**src/rtl/serial_sub_ctrl.sv**
```systemverilog
// serial_sub_ctrl
// ---------------
// Bit-serial subtract controller. A WIDTH-bit request (a - b - bin) is
// computed over WIDTH clock cycles, LSB first, by time-multiplexing a single
// 1-bit full-subtractor slice.
//
// Handshake: start is a request that is taken on a clock edge while the FSM
// is in IDLE, or in DONE (the DONE cycle doubles as an accept window so that
// a held start gives one operation every WIDTH+1 cycles). On the accepting
// edge a, b and bin are captured; busy is high for the WIDTH RUN cycles that
// follow. Operand inputs are not looked at again until the next accept. done
// is a one-cycle pulse that marks diff/borr (and ovf) as final. The results
// hold until the next accepted request shifts new bits in. start seen in RUN
// is dropped, never queued.
//
// Ports:
//   clk   rising-edge clock
//   rst   asynchronous active-high reset (aborts any operation)
//   start request
//   a     minuend, WIDTH bits
//   b     subtrahend, WIDTH bits
//   bin   borrow-in
//   busy  high while the FSM is in RUN
//   done  one-cycle result-valid pulse
//   diff  (a - b - bin) mod 2^WIDTH
//   borr  borrow-out of the MSB slice
//   ovf   signed overflow (only when SERIAL_SUB_OVF_EN is defined)
//
// Optional feature macro: SERIAL_SUB_OVF_EN adds the ovf port and its logic.

// One-bit full subtractor: d = x - y - c, bo = borrow out.
module serial_sub_slice (
  input  logic x,
  input  logic y,
  input  logic c,
  output logic d,
  output logic bo
);
  assign d  = x ^ y ^ c;
  assign bo = (~x & y) | (y & c) | (c & ~x);
endmodule

module serial_sub_ctrl #(
  parameter int WIDTH = 4
) (
  input  logic             clk,
  input  logic             rst,
  input  logic             start,
  input  logic [WIDTH-1:0] a,
  input  logic [WIDTH-1:0] b,
  input  logic             bin,
  output logic             busy,
  output logic             done,
  output logic [WIDTH-1:0] diff,
  output logic             borr
`ifdef SERIAL_SUB_OVF_EN
  ,
  output logic             ovf
`endif
);

  localparam int CW = $clog2(WIDTH);

  typedef enum logic [1:0] {
    IDLE = 2'd0,
    RUN  = 2'd1,
    DONE = 2'd2
  } state_t;

  state_t state, state_next;

  logic [WIDTH-1:0] a_sr;
  logic [WIDTH-1:0] b_sr;
  logic [WIDTH-1:0] diff_sr;
  logic             brw;
  logic             borr_r;
  logic [CW-1:0]    cnt;

  logic load;     // capture operands on this edge
  logic shift;    // process one bit on this edge
  logic last;     // the bit processed on this edge is the MSB

  logic slice_d;
  logic slice_bo;

  // The only subtractor cell in the design.
  serial_sub_slice u_slice (
    .x  (a_sr[0]),
    .y  (b_sr[0]),
    .c  (brw),
    .d  (slice_d),
    .bo (slice_bo)
  );

  assign last = (cnt == CW'(WIDTH - 1));

  // State register
  always_ff @(posedge clk or posedge rst) begin
    if (rst) begin
      state <= IDLE;
    end else begin
      state <= state_next;
    end
  end

  // Next state and per-edge controls
  always_comb begin
    state_next = state;
    load       = 1'b0;
    shift      = 1'b0;
    case (state)
      IDLE: begin
        if (start) begin
          load       = 1'b1;
          state_next = RUN;
        end
      end
      RUN: begin
        shift = 1'b1;
        if (last) begin
          state_next = DONE;
        end
      end
      DONE: begin
        // Back-to-back: a held start is taken as the pulse ends.
        if (start) begin
          load       = 1'b1;
          state_next = RUN;
        end else begin
          state_next = IDLE;
        end
      end
      default: begin
        state_next = IDLE;
      end
    endcase
  end

  // Datapath: operand shifters, borrow chain, bit counter, result registers
  always_ff @(posedge clk or posedge rst) begin
    if (rst) begin
      a_sr    <= '0;
      b_sr    <= '0;
      diff_sr <= '0;
      brw     <= 1'b0;
      borr_r  <= 1'b0;
      cnt     <= '0;
    end else if (load) begin
      a_sr <= a;
      b_sr <= b;
      brw  <= bin;
      cnt  <= '0;
    end else if (shift) begin
      a_sr    <= a_sr >> 1;
      b_sr    <= b_sr >> 1;
      diff_sr <= {slice_d, diff_sr[WIDTH-1:1]};
      brw     <= slice_bo;
      cnt     <= cnt + 1'b1;
      if (last) begin
        borr_r <= slice_bo;
      end
    end
  end

`ifdef SERIAL_SUB_OVF_EN
  logic ovf_r;

  // On the MSB edge a_sr[0]/b_sr[0] hold the operand sign bits; overflow
  // when the signs differ and the result sign differs from the minuend.
  always_ff @(posedge clk or posedge rst) begin
    if (rst) begin
      ovf_r <= 1'b0;
    end else if (shift && last) begin
      ovf_r <= (a_sr[0] ^ b_sr[0]) & (slice_d ^ a_sr[0]);
    end
  end

  assign ovf = ovf_r;
`endif

  assign busy = (state == RUN);
  assign done = (state == DONE);
  assign diff = diff_sr;
  assign borr = borr_r;

endmodule

```
**config.mk**
```make
export PLATFORM = sky130hd
export DESIGN_NAME = serial_sub_ctrl
export DESIGN_NICKNAME = d
export VERILOG_FILES = /design/src/rtl/serial_sub_ctrl.sv
export SDC_FILE = /design/constraint.sdc
export NUM_CORES = 1
export LEC_CHECK = 0
export BUFFER_PORTS_ARGS = -buffer_cell sky130_fd_sc_hd__buf_2
export CORE_UTILIZATION = 45
export CTS_CLUSTER_DIAMETER = 150
export DETAILED_ROUTE_END_ITERATION = 8
export PLACE_DENSITY = 0.76
export SYNTH_ARGS = -nofsm -noshare
export SYNTH_HDL_FRONTEND = slang
export SYNTH_SLANG_ARGS = --single-unit
export TNS_END_PERCENT = 20
```
**constraint.sdc**
```tcl
create_clock -name clk -period 1.39 [get_ports clk]
set_clock_uncertainty 0.05 [all_clocks]
set_input_delay 0.139 -clock clk [delete_from_list [all_inputs] [get_ports clk]]
set_output_delay 0.139 -clock clk [all_outputs]
set_load 0.02 [all_outputs]
```
==> results of run 1 <==
==> repair_timing <==
| action | CTS | global route |
|---|---|---|
| hold buffers | 1 | 0 |
| endpoints found under the hold margin | 18 | 0 |
| buffers inserted | 0 | 0 |
| endpoints found under the setup margin | 1 | 2 |
| gates resized for setup | 1 | 2 |
==> cell families after synthesis <==
| kind of cell | synth area share |
|---|---|
| AND/OR/NAND/NOR | 0.138 |
| adder cells (fa/ha/maj) | 0.0389 |
| flip-flops | 0.539 |
| AO/OA/AOI/OAI | 0.138 |
| multiplexers | 0.0554 |
| buffers and inverters | 0.0913 |
==> cell type report <==
class | instances | area (sq um) | area share
multi-input cells | 48 | 312 | 0.305
clock buffers | 4 | 36.3 | 0.0355
repair buffers | 26 | 159 | 0.156
flip-flops and latches | 18 | 450 | 0.441
inverters | 8 | 32.5 | 0.0319
well taps | 25 | 31.3 | 0.0306
==> per-layer routing <==
layer	routed length, um	global-route usage	vias up
met4	11	0.0909	0
li1	-	-	310
met1	710	0.190	286
met5	0	0	-
met3	52	0.0360	2
met2	715	0.272	12
==> synthesized netlist by cell type, types with 2 or more instances <==
library cell	number	area, sq um
dfrtp_1	18	450
nand2_1	11	41.3
inv_1	7	26.3
a21oi_1	6	30.0
o21ai_0	6	30.0
o22ai_1	5	31.3
buf_6	3	33.8
nand3_1	3	15.0
buf_2	2	10.0
mux2i_1	2	20.0
nor2b_1	2	12.5
==> final timing paths <==
check | startpoint | endpoint | slack [ns] | cells past startpoint
setup / recovery | state[1] | busy | 0.04 | 3
hold reg to reg | diff[0] | diff[0] | 0.43 | 2
min in group asynchronous | rst | b_sr[1] | 0.34 | 4
setup reg to reg | cnt[0] | cnt[1] | 0.06 | 3
hold / removal | b[3] | b_sr[3] | 0.04 | 3
max in group asynchronous | rst | borr | 0.75 | 4
==> registers in the layout, indices dropped and copies added, names as in the netlist <==
register	flops
a_sr	4
b_sr	4
borr	1
brw	1
cnt	2
diff	4
state	2
==> layout by cell type, fill, tap and decap left out, drive strengths merged <==
master,instances
buf,25
dfrtp,18
nand2,11
inv,8
a21oi,6
o21ai,6
o22ai,5
clkbuf,4
nand3,3
nor2b,2
mux2i,2
nand2b,2
and2,2
mux2,2
nand3b,1
a21o,1
nor2,1
a22o,1
a211oi,1
fa,1
ha,1
dlygate4sd3,1
==> tightest hold or removal path, stage by stage <==
cell	delay [ns]
buf_2	0.09
inv_1	0.03
o21ai_0	0.08
==> power groups by stage <==
stage	clock network [uW]	registers [uW]	logic (uW)
2_1_floorplan	0	991	796
3_3_place_gp	0	928	1080
3_5_place_dp	0	938	1120
4_1_cts	329	933	1130
5_1_grt	356	968	1270
6_report	318	935	1130
==> metrics by stage <==
step                      total power (uW)  hold slack, ns  TNS, ns
after floorplan                       1790          0.0276        0
after global placement                2010           0.109        0
after detailed placement              2060           0.114        0
after CTS                             2390          0.0347        0
after global routing                  2590          0.0334  -0.0365
final                                 2390          0.0450        0
==> summary.md, run 1 <==
The total grt overflow was 0; the largest net degree at the start of global routing was 19. The sum of buffers and inverters on the critical path was 2. The clock network power share came out at 0.133. The internal power of the cells totals 1470 uW.

The maximum clock rate came out at 0.738 GHz. In this run the count of I/O pins placed on the die edge is 19. Summing over every cut layer, the via total after detailed routing is 610. The tools report the post-route DRC violation count as 0.

The die covers 2030 sq um. The tools report the kind of capture point of the worst setup path as a primary output. The fraction of synthesis flops using an asynchronous set or reset pin was 1.00; the floorplan row count was 15. The wire length per cell is 11.6 um, and the total global-route track usage is 0.162.

Walking the worst path, the cells encountered are nand2b_2 > inv_4 > buf_2. Sequential share of the synthesized area: 0.539. The final count of hold timing violations is 0, and the horizontal die dimension is 45.1 um. The logs give 124 for the count of placed standard cells including taps and 1.49 mm for the total wire length after detailed routing. Before antenna repair, the detailed router went through 4 iterations. At the pin with the least slew margin, the transition time is 0.235 ns. During synthesis, Yosys emitted a total of 0 warnings. The type of element launching the critical path was a flop. The path class of the tightest hold or removal check is in2reg. Dividing the detail-routed via count by the number of cells gives 4.73. The floorplan die height is 45.1 um. The proportion of layout cells with a drive suffix above 1 is 0.337, and the number of violations of the max-capacitance limit is 0. The layout-stage area growth over the synthesis result works out to 22.2%. Synthesis inferred 18 register bits. At the later pin of the worst-skew pair, clock insertion delay measures 0.29 ns. Subtracting the final worst setup slack from the clock period gives 1.35 ns. Setup slack on the critical path of the routed design comes to 0.0358 ns. The setup path with the least slack is of type reg2out. The first-iteration detailed-routing DRC count was 11. For the post-synth net total, the log shows 93.

For this run, the leading register cell type out of synthesis is dfrtp_1. The via count of the first global-routing pass was 579; the post-placement setup slack was 0.0572 ns. Synthesis handed over a netlist of 79 instances. For this design, the slowest cell found on the critical path is dfrtp_1. Leaving out filler cells and counting taps, the final layout contains 129.

For the power dissipated by switching net loads, the log shows 920 uW. Yosys mapped a number of flops with a built-in enable equal to 0. The netlist uses 25 different library cells. Routability-driven placement finished with a final weighted congestion of 0.754. The tools report the final non-filler cell area as 1020 sq um. The number of antenna violations at the first check in global routing is 0. The worst relative slew slack was 0.844.

For the count of nets left with antenna violations after detail routing, the log shows 0. Counting the fill cells in the layout gives 154. The logs give 3 for the TritonCTS buffer count and 0 for the max-slew violation total from the final report. Along the worst path, the maximum fanout reaches 5.

IR analysis of the VDD net gives a maximum drop of 0.000971 V. In this run the tool buffered the top-level ports with 18 buffer cells. The area of the mapped netlist is 836 sq um.

Setup violations remaining at the end of the flow were counted as 0. The final layout contains 119 nets. The antenna diode instance count came out at 0. Setup repair after global routing could not meet its margin everywhere. Dividing total power by cell area gives a power density of 2340 nW/um^2.

The flow ran to the end, and the final reports show no timing, DRC or antenna violations. The clock input transition at the sequential cells of the worst setup and hold paths is 0.10 ns, and the global-route wire length before repair is 2.33 mm. Data arrives at the worst endpoint at 1.17 ns.

The effective utilization at floorplan came out at 0.484. The delay of the slowest critical-path stage is 0.40 ns, and the share of the core filled with cells is 0.591. The fraction of the cycle the final worst path needs works out to 0.974. The combinational group share of total power came out at 0.475.

TritonCTS built the clock tree. The clock net in this run drives a total of 18 sinks. The tools report the post-detailed-placement half-perimeter wirelength as 1.09 mm. STA puts the critical path data required time at 1.20 ns.

Broken down by cell family, the worst path's largest delay share belongs to flip-flops. Area after detailed placement: 966 sq um. The analysis attributes to cell leakage a power of 0.000526 uW. The logs give 2 for the maximum number of buffers from clock root to sink and 1 for the number of H-tree levels.

In this run the mean area of a mapped cell was 10.6 sq um. Area of the core: 1730 sq um. Clock tree synthesis selected as its root buffer the cell clkbuf_4. The switching part of the total power came out at 0.386. Power share of the sequential group: 0.392.
(Power assumes the default switching activity.)
==> inputs of run 2 (changes only) <==
--- a/config.mk
+++ b/config.mk
@@ -6,11 +6,13 @@
 export NUM_CORES = 1
 export LEC_CHECK = 0
 export BUFFER_PORTS_ARGS = -buffer_cell sky130_fd_sc_hd__buf_2
+export CORE_MARGIN = 2
 export CORE_UTILIZATION = 45
 export CTS_CLUSTER_DIAMETER = 150
 export DETAILED_ROUTE_END_ITERATION = 8
 export PLACE_DENSITY = 0.76
 export SYNTH_ARGS = -nofsm -noshare
 export SYNTH_HDL_FRONTEND = slang
+export SYNTH_HIERARCHICAL = 1
 export SYNTH_SLANG_ARGS = --single-unit
 export TNS_END_PERCENT = 20
==> summary.md, run 2 <==
The flow ran to the end, and the final reports show no timing, DRC or antenna violations. The most frequent cell after synthesis was dfrtp_1. The setup path with the least slack is of type reg2out. In this run the worst hold path is classified as in2reg. Slew at the pin with the worst max-slew slack: 0.239 ns (+0.00455 ns). The final count of hold timing violations is 0 (unchanged). The run gives 1.68 mm (+13%) as the total wire length after detailed routing.

The run gives 26 (+4.0%) as the count of distinct cell types in the synthesized netlist. The area fraction in and, or, nand and nor cells after synthesis works out to 0.183 (+0.0455). The fraction of synthesis flops using an asynchronous set or reset pin was 1.00 (unchanged); the depth of the worst register-to-register path was 2 (-1).

Yosys attributes the largest share of cell area to dfrtp_1 52%, nand2_1 5.6%, mux2i_1 4.6%, nor2b_1 3.6%, a211oi_1 2.6%. Maximum fanout along the worst path: 7 (+2). The launch instance of the worst min-delay path was b[3]. The run gives 121 (+1.7%) as the final net count. The logs give 0 (unchanged) for the antenna diode instance count and 0 (unchanged) for the number of antenna violations at the first check in global routing.

The count of buffers from port buffering works out to 18 (unchanged). Number of H-tree levels: 1 (unchanged). The overall power of the completed layout is 2510 uW (+5.3%). The first-iteration detailed-routing DRC count is 13 (+2), and the die area is 2290 sq um (+13%). The worst relative slew slack came out at 0.840 (-0.00362). The total global-route track usage came out at 0.182 (+0.0195).

The global-route wire length before repair is 2.80 mm (+20%), and the clock input transition at the sequential cells of the worst setup and hold paths is 0.10 ns (about the same). The fraction of the cycle the final worst path needs was 0.964 (-0.0107). The total clock sinks is 18 (unchanged).

Leaving out fill and tap cells, the most frequent cell in the layout is dfrtp_1. For the final non-filler cell area, the log shows 1050 sq um (+3.1%). The synthesis warning total was 6 (+6); the post-route DRC violation count was 0 (unchanged).

The end point of the worst hold path is b_sr[3]. Area after detailed placement: 988 sq um (+2.3%). The tree is rooted in a clkbuf_4. The total grt overflow came out at 0 (unchanged). The worst register-to-register path ends at borr. Floorplan row count: 15 (unchanged). Post-synthesis sequential element count: 18 (unchanged).

The count of nets left with antenna violations after detail routing is 0 (unchanged). The power density relative to cell area works out to 2390 nW/um^2 (+2.2%). The wire length per cell is 12.8 um (+11%). The synthesized-area fraction occupied by ao, oa, aoi and oai cells was 0.114 (-0.0237). TritonCTS built the clock tree. Maximum clock rate: 0.747 GHz (+1.1%). For the slack of the worst reg-to-reg path, the log shows 0.07 ns (about the same). Origin of the worst setup path: state[0].

After synthesis, the most frequently instantiated cells are 18 x dfrtp_1, 13 x nand2_1, 5 x nor2b_1, 4 x mux2i_1, 4 x nor2_1. The max-slew violation total from the final report is 0 (unchanged). The average footprint of a synthesized cell is 10.7 sq um (+1.2%). The effective utilization at floorplan was 0.491 (+0.00743); the final-report setup violation count was 0 (unchanged). The tools report the worst vdd rail ir drop as 0.00109 V (+12%). For the leakage power of the design, the log shows 0.000516 uW (-1.8%). The post-detailed-placement half-perimeter wirelength was 1.19 mm (+9.5%). Area of the core: 1760 sq um (+2.2%). The worst setup path is launched from a flop. The fraction of post-synthesis cell area in the top cell type by area came out at 0.519 (-0.0194). The area of the mapped netlist is 867 sq um (+3.7%), and the share of synthesized cell area in full adder, half adder and majority cells is 0.0375 (-0.00140). The worst register-to-register path begins at brw. The horizontal die dimension came out at 47.9 um (+6.2%). The post-detailed-route via-to-cell ratio works out to 5.00 (+5.7%). For the largest net degree at the start of global routing, the log shows 19 (unchanged). The maximum number of buffers from clock root to sink was 2 (unchanged); the proportion of layout cells with a drive suffix above 1 was 0.321 (-0.0158).

The logs give 19 (unchanged) for the I/O pin total and 95 (+2.2%) for the post-synth net total. Among all flip-flop cells after synthesis, the most frequent one is dfrtp_1. Final period demand of the worst path: 1.34 ns (-0.0148 ns). The post-synthesis xor/xnor area fraction is 0.0101 (+0.0101), and the via count is 655 (+7.4%).

The tools report the sequential share of the synthesized area as 0.519 (-0.0194). The final hold slack came out at 0.0319 ns (-0.0131 ns). The floorplan die height is 47.9 um (+6.2%). Number of enable-type register cells in the synthesized netlist: 0 (unchanged). STA classifies the critical path endpoint as a primary output. The via count of the first global-routing pass was 648 (+12%). The required time at the endpoint of the critical path came out at 1.20 ns (about the same). From synthesis to final layout, the design area changed by 21.4%. The TritonCTS buffer count is 3 (unchanged). Signal arrival time at the worst endpoint: 1.15 ns (-0.02 ns). The largest family of logic cells by synthesized area is simple AND/OR/NAND/NOR gates.

Routability congestion estimate from global placement: 0.763 (+1.1%). The tools report the number of violations of the max-capacitance limit as 0 (unchanged). The cell count after synthesis came out at 81 (+2.5%). The count of cells along the worst hold path is 2 (-1). The tools report the post-route setup TNS as 0 ns (unchanged).

The share of synthesized area spent on multiplexers was 0.0635 (+0.00810). The most area-hungry cell type in the Yosys netlist was dfrtp_1. The share of the core filled with cells is 0.596 (+0.00515).

The library cells used most frequently in the layout, excluding fill and tap cells, are 17 x dfrtp_1, 16 x buf_2, 13 x nand2_1. The clock latency on the worst-skew pair was 0.29 ns (about the same); the number of optimization iterations in the first detailed-route pass was 4 (unchanged).
run 2: cell types whose count changed after synthesis, moves of 2 or more:
| cell | delta |
|---|---|
| a211oi_1 | +2 |
| nand2_1 | +2 |
| clkbuf_1 | +2 |
| mux2i_1 | +2 |
| nor2_1 | +3 |
| nand3_1 | -2 |
| o21ai_0 | -3 |
| inv_1 | -4 |
| nor3_1 | +3 |
| a21oi_1 | -3 |
| buf_2 | -2 |
| o22ai_1 | -2 |
| nor2b_1 | +3 |
run 2: per-stage QoR:
stage / worst slack (ns) / std cells
after floorplan: 0.0121 / 81
after global placement: 0.140 / 125
after detailed placement: 0.0856 / 125
after CTS: 0.00395 / 130
after global routing: -0.00519 / 131
final: 0.0506 / 131
run 2: worst max path at each step:
stage / cells past startpoint / slack, ns / to
final: 3 / 0.05 / done
after detailed placement: 2 / 0.09 / borr
after global routing: 3 / -0.005 / done
after global placement: 2 / 0.14 / borr
after CTS: 3 / 0.004 / done
after floorplan: 6 / 0.01 / borr
run 2: layout make-up:
class | instances | area [sq um]
Clock buffer | 4 | 36.3
Fill cell | 157 | 712
Inverter | 4 | 17.5
Timing Repair Buffer | 26 | 161
Tap cell | 25 | 31.3
Multi-Input combinational cell | 54 | 354
Sequential cell | 18 | 452
run 2: timing repair:
action / in CTS / in global routing
setup buffers: 0 / 1
hold buffers: 1 / 0
hold endpoints to repair: 18 / 0
setup endpoints to repair: 0 / 2
gates resized for setup: 0 / 4
run 2: power by group:
group	switching, uW	total [uW]	internal (uW)
Sequential	187	965	778
Clock	160	320	160
Combinational	645	1230	583
Total	992	2510	1520
run 2: kinds of logic after synthesis:
| group | Yosys count |
|---|---|
| xor+xnor | 1 |
| simple gates | 31 |
| buf+inv | 9 |
| compound gates | 15 |
| flops | 18 |
| mux | 5 |
| fa+ha+maj | 2 |
run 2: worst max-delay path: stages, from the launching register on:
cell and delay (ns):
dfrtp_2 0.46, buf_6 0.14, nor2b_1 0.11, buf_4 0.15
run 2: per-layer routing:
metal / vias to the layer above / track usage / routed length (um)
li1: 325 / - / -
met1: 305 / 0.232 / 790
met2: 23 / 0.296 / 811
met3: 2 / 0.0340 / 69
met4: 0 / 0.0865 / 6
met5: - / 0 / 0
